**src/rtl/mem_arb_pkg.sv**
```systemverilog
// Shared types and widths for the unified-memory arbiter.
package mem_arb_pkg;

    typedef enum logic [1:0] {
        IDLE   = 2'd0,
        ACCESS = 2'd1,
        RESP   = 2'd2
    } state_t;

    typedef enum logic [1:0] {
        OWN_NONE = 2'd0,
        OWN_I    = 2'd1,
        OWN_D    = 2'd2
    } owner_t;

    localparam int unsigned CNT_W   = 8;
    localparam int unsigned STALL_W = 32;

endpackage

```
**src/rtl/rr_pick2.sv**
```systemverilog
// Two-way round-robin pick between icache and dcache requests.
module rr_pick2
    import mem_arb_pkg::*;
(
    input  logic   req_i,
    input  logic   req_d,
    input  owner_t last_grant,
    output owner_t winner_c
);

    // On a tie the requester that was not served last wins.
    always_comb begin
        winner_c = OWN_NONE;
        if (req_i && req_d) begin
            winner_c = (last_grant == OWN_I) ? OWN_D : OWN_I;
        end else if (req_i) begin
            winner_c = OWN_I;
        end else if (req_d) begin
            winner_c = OWN_D;
        end
    end

endmodule

```
**src/rtl/mem_arbiter.sv**
```systemverilog
// Round-robin arbiter sharing one fixed-latency main memory between icache and dcache.
module mem_arbiter
    import mem_arb_pkg::*;
#(
    parameter int unsigned LATENCY = 4,
    parameter int unsigned AW      = 32,
    parameter int unsigned DW      = 32
) (
    input  logic               clk,
    input  logic               reset,
    input  logic               i_req,
    input  logic [AW-1:0]      i_addr,
    output logic               i_ready,
    output logic [DW-1:0]      i_rdata,
    input  logic               d_req,
    input  logic               d_we,
    input  logic [AW-1:0]      d_addr,
    input  logic [DW-1:0]      d_wdata,
    output logic               d_ready,
    output logic [DW-1:0]      d_rdata,
    output logic [AW-1:0]      m_addr,
    output logic [DW-1:0]      m_wd,
    output logic               m_we,
    input  logic [DW-1:0]      m_rd,
    output logic [1:0]         owner,
    output logic [STALL_W-1:0] stall_cnt
);

    state_t           state_q, state_d;
    owner_t           owner_q, last_grant_q, winner_c;
    logic [CNT_W-1:0] cnt_q;
    logic             we_q;
    logic             grant_c, done_c;
    logic [AW-1:0]    sel_addr_c;
    logic [DW-1:0]    sel_wd_c;
    logic             sel_we_c;

    rr_pick2 u_pick (
        .req_i      (i_req),
        .req_d      (d_req),
        .last_grant (last_grant_q),
        .winner_c   (winner_c)
    );

    assign owner = owner_q;

    // Transaction fields of whichever requester wins this cycle; icache never writes.
    always_comb begin
        sel_addr_c = i_addr;
        sel_wd_c   = '0;
        sel_we_c   = 1'b0;
        if (winner_c == OWN_D) begin
            sel_addr_c = d_addr;
            sel_wd_c   = d_wdata;
            sel_we_c   = d_we;
        end
    end

    // State register.
    always_ff @(posedge clk or negedge reset) begin
        if (!reset) begin
            state_q <= IDLE;
        end else begin
            state_q <= state_d;
        end
    end

    // Next-state logic plus grant/complete strobes for the datapath.
    always_comb begin
        state_d = state_q;
        grant_c = 1'b0;
        done_c  = 1'b0;
        case (state_q)
            IDLE: begin
                if (winner_c != OWN_NONE) begin
                    grant_c = 1'b1;
                    state_d = ACCESS;
                end
            end
            ACCESS: begin
                if (cnt_q == '0) begin
                    done_c  = 1'b1;
                    state_d = RESP;
                end
            end
            RESP:    state_d = IDLE;
            default: state_d = IDLE;
        endcase
    end

    // Latched transaction, memory drive, latency counter and response registers.
    always_ff @(posedge clk or negedge reset) begin
        if (!reset) begin
            owner_q      <= OWN_NONE;
            last_grant_q <= OWN_I;
            cnt_q        <= '0;
            we_q         <= 1'b0;
            m_addr       <= '0;
            m_wd         <= '0;
            m_we         <= 1'b0;
            i_ready      <= 1'b0;
            d_ready      <= 1'b0;
            i_rdata      <= '0;
            d_rdata      <= '0;
        end else begin
            i_ready <= 1'b0;
            d_ready <= 1'b0;
            m_we    <= 1'b0;
            if (grant_c) begin
                owner_q <= winner_c;
                we_q    <= sel_we_c;
                m_addr  <= sel_addr_c;
                m_wd    <= sel_wd_c;
                cnt_q   <= CNT_W'(LATENCY - 1);
                // Strobe lands in the final access cycle, which is the first one when LATENCY is 1.
                m_we    <= (LATENCY == 1) && sel_we_c;
            end else if (done_c) begin
                m_addr       <= '0;
                m_wd         <= '0;
                last_grant_q <= owner_q;
                if (owner_q == OWN_I) begin
                    i_ready <= 1'b1;
                    i_rdata <= m_rd;
                end else begin
                    d_ready <= 1'b1;
                    d_rdata <= we_q ? '0 : m_rd;
                end
            end else if (state_q == ACCESS) begin
                cnt_q <= cnt_q - CNT_W'(1);
                m_we  <= we_q && (cnt_q == CNT_W'(1));
            end else if (state_q == RESP) begin
                owner_q <= OWN_NONE;
            end
        end
    end

    // Saturating count of cycles a request waits behind the other owner.
    always_ff @(posedge clk or negedge reset) begin
        if (!reset) begin
            stall_cnt <= '0;
        end else if (((owner_q == OWN_I && d_req) || (owner_q == OWN_D && i_req))
                     && (stall_cnt != '1)) begin
            stall_cnt <= stall_cnt + STALL_W'(1);
        end
    end

endmodule

```
**config.mk**
```make
export PLATFORM = sky130hd
export DESIGN_NAME = mem_arbiter
export DESIGN_NICKNAME = d
export VERILOG_FILES = /design/src/rtl/mem_arb_pkg.sv /design/src/rtl/rr_pick2.sv /design/src/rtl/mem_arbiter.sv
export SDC_FILE = /design/constraint.sdc
export NUM_CORES = 1
export LEC_CHECK = 0
export BUFFER_PORTS_ARGS = -buffer_cell sky130_fd_sc_hd__buf_2
export CELL_PAD_IN_SITES_DETAIL_PLACEMENT = 0
export CELL_PAD_IN_SITES_GLOBAL_PLACEMENT = 1
export CORE_MARGIN = 2
export CORE_UTILIZATION = 35
export CTS_BUF_LIST = sky130_fd_sc_hd__clkbuf_2
export DETAILED_ROUTE_END_ITERATION = 6
export PLACE_DENSITY_LB_ADDON = 0.1
export SLEW_MARGIN = 15
export SYNTH_ARGS = -nofsm -noshare
export SYNTH_HDL_FRONTEND = slang
export SYNTH_SLANG_ARGS = --single-unit
export TNS_END_PERCENT = 10
```
**constraint.sdc**
```tcl
create_clock -name clk -period 1.85 [get_ports clk]
set_input_delay 0.37 -clock clk [delete_from_list [all_inputs] [get_ports clk]]
set_output_delay 0.37 -clock clk [all_outputs]
set_load 0.02 [all_outputs]
```
======== Yosys cells after proc, flatten, opt, wreduce, memory -nomap -nowiden ========
Index checks and enable logic that the tools add are counted.
Widths: inputs -> output; s select.
word-level totals
  bits in registers ....................... 178
  bits of input ports ..................... 133
  output and inout bits ................... 165
  word-level logic and storage cells ...... 81
operators by class
  add/subtract/negate cells ............... 2
  equality and inequality tests ........... 12
  mux-type cells .......................... 34
  bitwise logic cells ..................... 2
  reductions and logical operators ........ 18
operator list
  operator               count
  $mux 32                6
  $add 32x1->32 const B  1
  $ne 32x32->1 const B   1
  $mux 8                 3
  $mux 2                 10
  $mux 1                 14
  $reduce_and 3->1       3
  $eq 8x1->1 const B     1
  $logic_not 8->1        1
  $ne 2x2->1 const B     4
  $reduce_bool 2->1      4
  $sub 8x1->8 const B    1
  $eq 2x1->1 const B     3
  $eq 2x2->1 const B     3
  $reduce_and 2->1       3
  $logic_and 1x1->1      5
  $pmux 2 s2             1
  $logic_not 2->1        1
  $not 1->1              2
  $logic_or 1x1->1       1

======== Logic depth before layout (Yosys ltp) ========
Gate-level depths: netlist (run 1).
  depth in word-level cells ............... 8
  gate-level depth with buffers ........... 8
  mapped depth without buffers ............ 7

======== By module ========
Synthesis (run 1) repeated with hierarchy kept, for this count alone.
second synthesis, totals
  cells, all modules ...................... 624
  area, all modules ....................... 7,647.3 um2
by module, submodules not included
  module       instances  cells an instance  area each (um2)  sequential area each (um2)
  mem_arbiter  1          620                7,617.3          4,455.5
  rr_pick2     1          4                  30.0             0.0

======== Worst setup path after synthesis (run 1) ========
Ideal clock, no wire load.
  kind .................................... register to register
  from .................................... register stall_cnt[0]
  to ...................................... register stall_cnt[29]
  setup time .............................. 130 ps
  arrival ................................. 1,939 ps
  data required time ...................... 1,720 ps
  path slack .............................. -219 ps
  cell stages (with the launch flop) ...... 8
  buffers on the path ..................... 1
  clock period less this slack ............ 2,069 ps
  path through ............................ dfrtp_1 ha_1 and3_1 and3_1 clkbuf_1 a2111oi_2 nand4_1 xnor2_1
on the way
  longest elaborated chain between the ends .. 2
  elaborated cells between the ends (all ways) .. 3
  classes of those cells .................. add/sub (1); eq/ne (1); reduce/logical (1)
RTL lines
  what                                                                   RTL line            text
  start: declaration                                                     mem_arbiter.sv:26   output logic [STALL_W-1:0] stall_cnt
  start signal: assignment                                               mem_arbiter.sv:143  stall_cnt <= stall_cnt + STALL_W'(1);
  parallel branches: the longest is 2 deep, another holds $add 32x1->32  -
Parallel ways; which one is timed is not known.
A chain may end at the register's enable or synchronous reset.

======== Worst setup path in the final report (run 1) ========
  from .................................... register cnt_q[5]
  to ...................................... register i_rdata[11]
on the way
  longest elaborated chain between the ends .. 4
RTL lines
  what                        RTL line            text
  start: declaration          mem_arbiter.sv:31   logic [CNT_W-1:0] cnt_q;
  start signal: assignment    mem_arbiter.sv:114  cnt_q <= CNT_W'(LATENCY - 1);
  start signal: assignment    mem_arbiter.sv:129  cnt_q <= cnt_q - CNT_W'(1);
  $logic_not 8->1             mem_arbiter.sv:81   if (cnt_q == '0) begin
  $mux 1                      mem_arbiter.sv:81
  $mux 1                      mem_arbiter.sv:73   case (state_q)
  $reduce_and 3->1 (no line)  -
  end signal: assignment      mem_arbiter.sv:123  i_rdata <= m_rd;
  end: declaration            mem_arbiter.sv:14   output logic [DW-1:0] i_rdata,
No other way between the ends.

==> results of run 1 <==
==> kinds of logic after synthesis <==
family	share of synthesized area (%)
buf+inv	4.32
flops	59.1
compound gates	13.4
mux	9.61
simple gates	9.17
xor+xnor	3.72
fa+ha+maj	0.664
==> final cells by class <==
| type | instances | area share, % |
|---|---|---|
| Antenna cell | 1 | 0.0206 |
| Clock buffer | 18 | 0.743 |
| Clock inverter | 14 | 1.17 |
| Inverter | 39 | 1.21 |
| Multi-Input combinational cell | 377 | 24.8 |
| Sequential cell | 178 | 36.8 |
| Tap cell | 275 | 2.84 |
| Timing Repair Buffer | 503 | 32.4 |
==> worst paths after layout <==
check	start	slack (ps)	to
max in group asynchronous	reset	1050	m_addr[25]
min in group clk	d_req	120	state_q[0]
min	reset	100	stall_cnt[21]
max	cnt_q[5]	-130	i_rdata[11]
min reg2reg	m_addr[21]	510	m_addr[21]
max reg2reg	cnt_q[5]	-130	i_rdata[11]
==> through the flow <==
stage               setup TNS (ps)  worst slack [ps]  utilization [%]  total power [uW]  cells
finish                       -4940              -130             57.5              6480   1405
global route                -16940              -198             57.5              6810   1405
CTS                          -4800              -139             56.2              6600   1400
detailed placement           -4820              -161             47.1              4310   1234
global placement             -3880              -135             47.1              4310   1234
floorplan                    -4610              -156                -              4040    635
==> layout by cell type, fill, tap and decap left out, types with 3 or more instances in the layout <==
cell	netlist	routed
o41ai_1	32	32
clkbuf_2	0	18
buf_4	0	37
nand3_1	14	14
inv_1	39	39
mux2_4	0	32
buf_12	0	11
ha_1	4	3
buf_6	3	76
and3_1	6	4
dfrtp_2	0	6
o21ai_1	0	10
nor2_1	13	13
mux2_2	32	3
dlygate4sd3_1	0	130
xor2_1	4	4
a22o_1	32	32
xnor2_1	28	28
nand4_1	14	14
buf_2	2	247
and4_1	6	5
or4_1	3	3
nand2_1	50	50
inv_6	0	8
dfrtp_1	177	171
nor2b_1	4	3
mux2i_1	33	33
o21ai_0	70	59
==> timing repair <==
item                                   in CTS  in global routing
cloned                                      1                  2
hold buffers                              130                  0
resized for setup                         102                 78
setup buffers                               3                  3
setup endpoints to repair                  80                252
pin swaps                                   8                 34
endpoints found under the hold margin     307                  0
==> layer usage <==
| layer | vias up | global-route usage [%] |
|---|---|---|
| met5 | - | 0 |
| met4 | 0 | 6.17 |
| li1 | 3248 | - |
| met3 | 29 | 4.73 |
| met2 | 227 | 32.6 |
| met1 | 3244 | 24.2 |
==> worst max-delay path, stage by stage, from the launching register on <==
cell and delay [ps]:
dfrtp_1 430, or3_4 410, nor2_4 140, nand3_4 90, nor3b_4 230, buf_4 160
buf_6 150, mux2_4 310
==> registers in the layout, indices dropped and copies added (netlist names), 2 cells and up <==
signal and cells:
cnt_q 8, d_rdata 32, i_rdata 32, last_grant_q 2, m_addr 32, m_wd 32, owner 2, stall_cnt 32
state_q 2
==> power groups by stage <==
stage                     Sequential, uW  Combinational [uW]  Clock (uW)
after floorplan                     3970                73.1           0
after global placement              3960                 341           0
after detailed placement            3960                 350           0
after CTS                           3900                 564        2130
after global routing                3910                 621        2280
final                               3900                 565        2010
==> impl_metrics.ini, run 1 <==
[yosys]
synth_common_cells = dfrtp_1, o21ai_0, nand2_1
syn_inst = 635
avgSynthCellArea_um2 = 11.9
ys_seq_area_share_pct = 59.1
ys_top_cells_by_area = dfrtp_1, mux2_2, o21ai_0, mux2i_1, a22o_1
ys_seq_elements = 178
synth.top_cell.area_share_pct = 58.8
synthFlopType = dfrtp_1
ys_async_sr_fraction_pct = 100
post-synth-top-count-cell = dfrtp_1
synth_nets = 772
syn_area_mm2 = 0.00753
synth_edf_count = 0
synth_area_leader_cell = dfrtp_1
yosys_warnings = 0
synth_cell_types = 46

[worst_setup_path]
cp.arrival_ps = 2630
cp-end-kind = flop
crit_path_start_kind = flop
criticalPathCategory = flop to flop
crit_required_ps = 2500
cp_max_fo = 5
reg2reg_depth = 7

[routing]
met2WireLength_um = 11200
viasPerCell = 4.80
drt_iter0_markers = 204
ant_nets = 0
vias = 6748
drt-total-wl_um = 22500
met1_length_um = 9570
routed-wl-met3_um = 1340
first_pass_iters = 4
drc_errors = 0
wl_per_cell_um = 16.0
top_layer_used = met4

[die]
coreArea_mm2 = 0.0211
die-height_um = 151
rows = 53
io_pins = 298
initial_core_util_pct = 35.7
dieArea_mm2 = 0.0227
chipWidth_um = 151

[timing]
max_freq_mhz = 505
drv_slew = 0
hold-worst-slack_ps = 103
rsz0062_at_grt = true
fin_crit_sh_pct = 107
hold_violations = 0
post-route-min-period_ps = 1980
worst_pin_slew_ps = 503
worst_clock_skew_ps = 41.4
fin_ws_ps = -130
setup_viol = 73
relSlewSlack_pct = 66.5

[power]
p_int_uw = 4780
p_comb_share_pct = 8.7
ir_worst_vdd_mv = 0.286
p_leak_uw = 0.00598
pwr-share-clk_pct = 31.1
swShare_pct = 26.2
p_sw_uw = 1700
seqPwrFrac_pct = 60.2
powerDensity_mw_per_mm2 = 535

[global_routing]
overflow = 0
grt_use_total_pct = 19.2
antenna_found_initial = 1
grt_max_degree = 65
grt_pass1_vias = 6823
grt_pass1_wl_um = 34200

[worst_hold_path]
min_path_type = primary input to async pin

[placement]
hpwlAfterDp_um = 14700
place_area_mm2 = 0.00993
numPortBuffers = 297
place.gp.congestion = 0.795

[cells_and_area]
drive_above_1_share_pct = 41.5
nNetsFinal = 1253
fill_cells = 1780
syn_to_final_growth_pct = 60.9
finalInstanceArea_mm2 = 0.0121
multi_input_area_mm2 = 0.00301
regArea_mm2 = 0.00446

[clock_network]
clk_latency_ps = 750
cts_inserted_buffers = 17
htree_levels = 4
cts.sinks = 178
cts_tree = done
root_buffer = clkbuf_2
cts.reportedPaths.clkPinSlew_ps = 270
clk_path_buf_depth = 2

[outcome]
failed_checks = setup timing
status = finished with violations

[run]
maxCapViolCount = 0
Power figures use the tool's default switching activity.
==> run 2, diff against run 1 <==
--- a/config.mk
+++ b/config.mk
@@ -12,7 +12,7 @@
 export CORE_UTILIZATION = 35
 export CTS_BUF_LIST = sky130_fd_sc_hd__clkbuf_2
 export DETAILED_ROUTE_END_ITERATION = 6
-export PLACE_DENSITY_LB_ADDON = 0.1
+export PLACE_DENSITY = 0.9
 export SLEW_MARGIN = 15
 export SYNTH_ARGS = -nofsm -noshare
 export SYNTH_HDL_FRONTEND = slang
==> run 2 against run 1 <==
Via count is 2.1% higher. Highest routed layer unchanged. Final cell count shrank 0.21%. Register-to-register slack got worse by 80 ps. Global-route usage increased by 0.72 points. The flow still finishes with violations (setup timing). Flip-flop and latch count unchanged. Final area down 0.99%. Critical path depth down 1. Sequential share of layout area rose by 0.36 points. Hold slack gained 49 ps.
==> impl_metrics.ini, run 2 (same netlist as run 1, synthesis figures left out) <==
[timing]
rsz0062_at_grt = true
relSlewSlack_pct = 45.0
setup_viol = 60
drv_slew = 0
max_freq_mhz = 486
worst_clock_skew_ps = 47.0
post-route-min-period_ps = 2060
hold_violations = 0
worst_pin_slew_ps = 822
fin_ws_ps = -209
fin_crit_sh_pct = 111

[worst_setup_path]
path_cells = or3_4, nor2_4, nand3_4, nor3b_4, buf_12, mux2_2
crit_required_ps = 2490
cp_top_family = simple AND/OR/NAND/NOR gates
cp.arrival_ps = 2700
critPathCapture = i_rdata[28]
r2r_end = i_rdata[28]
crit_path_start_kind = flop
crit_start = cnt_q[6]
reg2reg_depth = 6
cp.depth = 6
regToRegSetupSlack_ps = -210
r2r-start = cnt_q[6]
criticalPathCategory = flop to flop
crit_buf_inv = 1
slowest_delay_ps = 480
cp-end-kind = flop
worst_path_max_delay_cell = dfrtp_1
cp_max_fo = 33

[global_routing]
antenna_found_initial = 1
grt_max_degree = 69
grt_pass1_wl_um = 35700
overflow = 0
grt_pass1_vias = 7051
grt_use_total_pct = 20.0

[routing]
drc_errors = 0
ant_nets = 0
vias = 6891
wl_per_cell_um = 16.8
first_pass_iters = 5
drt_iter0_markers = 292
viasPerCell = 4.92
drt-total-wl_um = 23600

[clock_network]
cts.sinks = 178
root_buffer = clkbuf_2
cts_inserted_buffers = 17
htree_levels = 4
clk_latency_ps = 740
clk_path_buf_depth = 2
cts_tree = done
cts.reportedPaths.clkPinSlew_ps = 290

[power]
p_leak_uw = 0.00592
seqPwrFrac_pct = 59.6
p_comb_share_pct = 9.2
pwr-share-clk_pct = 31.3
swShare_pct = 28.0
powerDensity_mw_per_mm2 = 546
p_int_uw = 4720
p_sw_uw = 1840
ir_worst_vdd_mv = 0.325

[cells_and_area]
fill_cells = 1682
nNetsFinal = 1249
layout_commonest_cell = buf_2
drive_above_1_share_pct = 41.0
syn_to_final_growth_pct = 59.3
finalInstanceArea_mm2 = 0.0120
utilization_pct = 56.9
final_cell_mix = buf_2, dfrtp_1, dlygate4sd3_1, buf_6, o21ai_0

[die]
coreArea_mm2 = 0.0211
rows = 53
initial_core_util_pct = 35.7
dieArea_mm2 = 0.0227
io_pins = 298
chipWidth_um = 151
die-height_um = 151

[outcome]
status = finished with violations
failed_checks = setup timing

[placement]
place.gp.congestion = 0.766
numPortBuffers = 297
hpwlAfterDp_um = 14600
place_area_mm2 = 0.00991

[worst_hold_path]
min_path_type = primary input to flop
whs_path_depth = 5
hold_path_startpoint = i_req

[run]
maxCapViolCount = 0
-- run 2: changes by cell type in the layout (fill, tap and decap cells not counted), moves of 3 or more --
| cell | before | now |
|---|---|---|
| o21ai_1 | 10 | 0 |
| clkinv_8 | 0 | 3 |
| o21ai_0 | 59 | 69 |
| inv_8 | 2 | 5 |
| mux2_1 | 0 | 3 |
| inv_6 | 8 | 4 |
| mux2_4 | 32 | 0 |
| mux2_2 | 3 | 32 |
| buf_2 | 247 | 237 |
| buf_6 | 76 | 82 |
-- run 2: layout make-up --
class	instances	area [um^2]	area share [%]
multi-input cells	377	2880	24.0
clock buffers	17	85.1	0.709
diodes	2	5.00	0.0417
inverters	39	146	1.22
repair buffers	499	3920	32.6
flip-flops and latches	178	4460	37.2
well taps	275	344	2.87
clock inverters	15	163	1.36
-- run 2: routing by layer --
layer	GRT usage [%]	wire length, um	vias up
met5	0	0	-
met4	6.87	464	0
met3	4.70	1530	31
met2	34.8	11800	274
met1	24.2	9760	3358
li1	-	-	3228
-- run 2: repair_timing --
item                                    in CTS  in global routing
gates resized for setup                     78                 74
pin swaps                                    2                  7
endpoints found under the setup margin     114                219
hold endpoints to repair                   307                  0
buffers inserted                             0                  0
hold buffers                               133                  0
-- run 2: how the worst min path moves through the flow --
stage	slack [ps]	end
finish	150	owner[1]
global route	40	owner[1]
CTS	40	owner[1]
detailed placement	340	stall_cnt[29]
global placement	340	stall_cnt[30]
floorplan	70	cnt_q[0]
-- run 2: power groups by stage --
stage | Combinational (uW) | Clock (uW) | Sequential, uW
after floorplan | 73.1 | 0 | 3970
after global placement | 352 | 0 | 3960
after detailed placement | 357 | 0 | 3960
after CTS | 582 | 2160 | 3910
after global routing | 651 | 2290 | 3910
final | 600 | 2050 | 3900
-- run 2: metrics by stage --
step | hold WS [ps] | TNS, ps | worst slack, ps | cells | total power, uW
4_1_cts | 35.7 | -9330 | -221 | 1400 | 6650
3_3_place_gp | 340 | -3540 | -115 | 1235 | 4320
6_report | 152 | -6870 | -209 | 1402 | 6550
5_1_grt | 43.5 | -18710 | -303 | 1401 | 6850
3_5_place_dp | 340 | -4740 | -166 | 1235 | 4320
2_1_floorplan | 74.4 | -4610 | -156 | 635 | 4040
-- run 2: worst register-to-register path: stages (launching register included) --
cell and delay [ps]:
dfrtp_1 480, or3_4 400, nor2_4 150, nand3_4 90, nor3b_4 230, buf_12 230, mux2_2 400
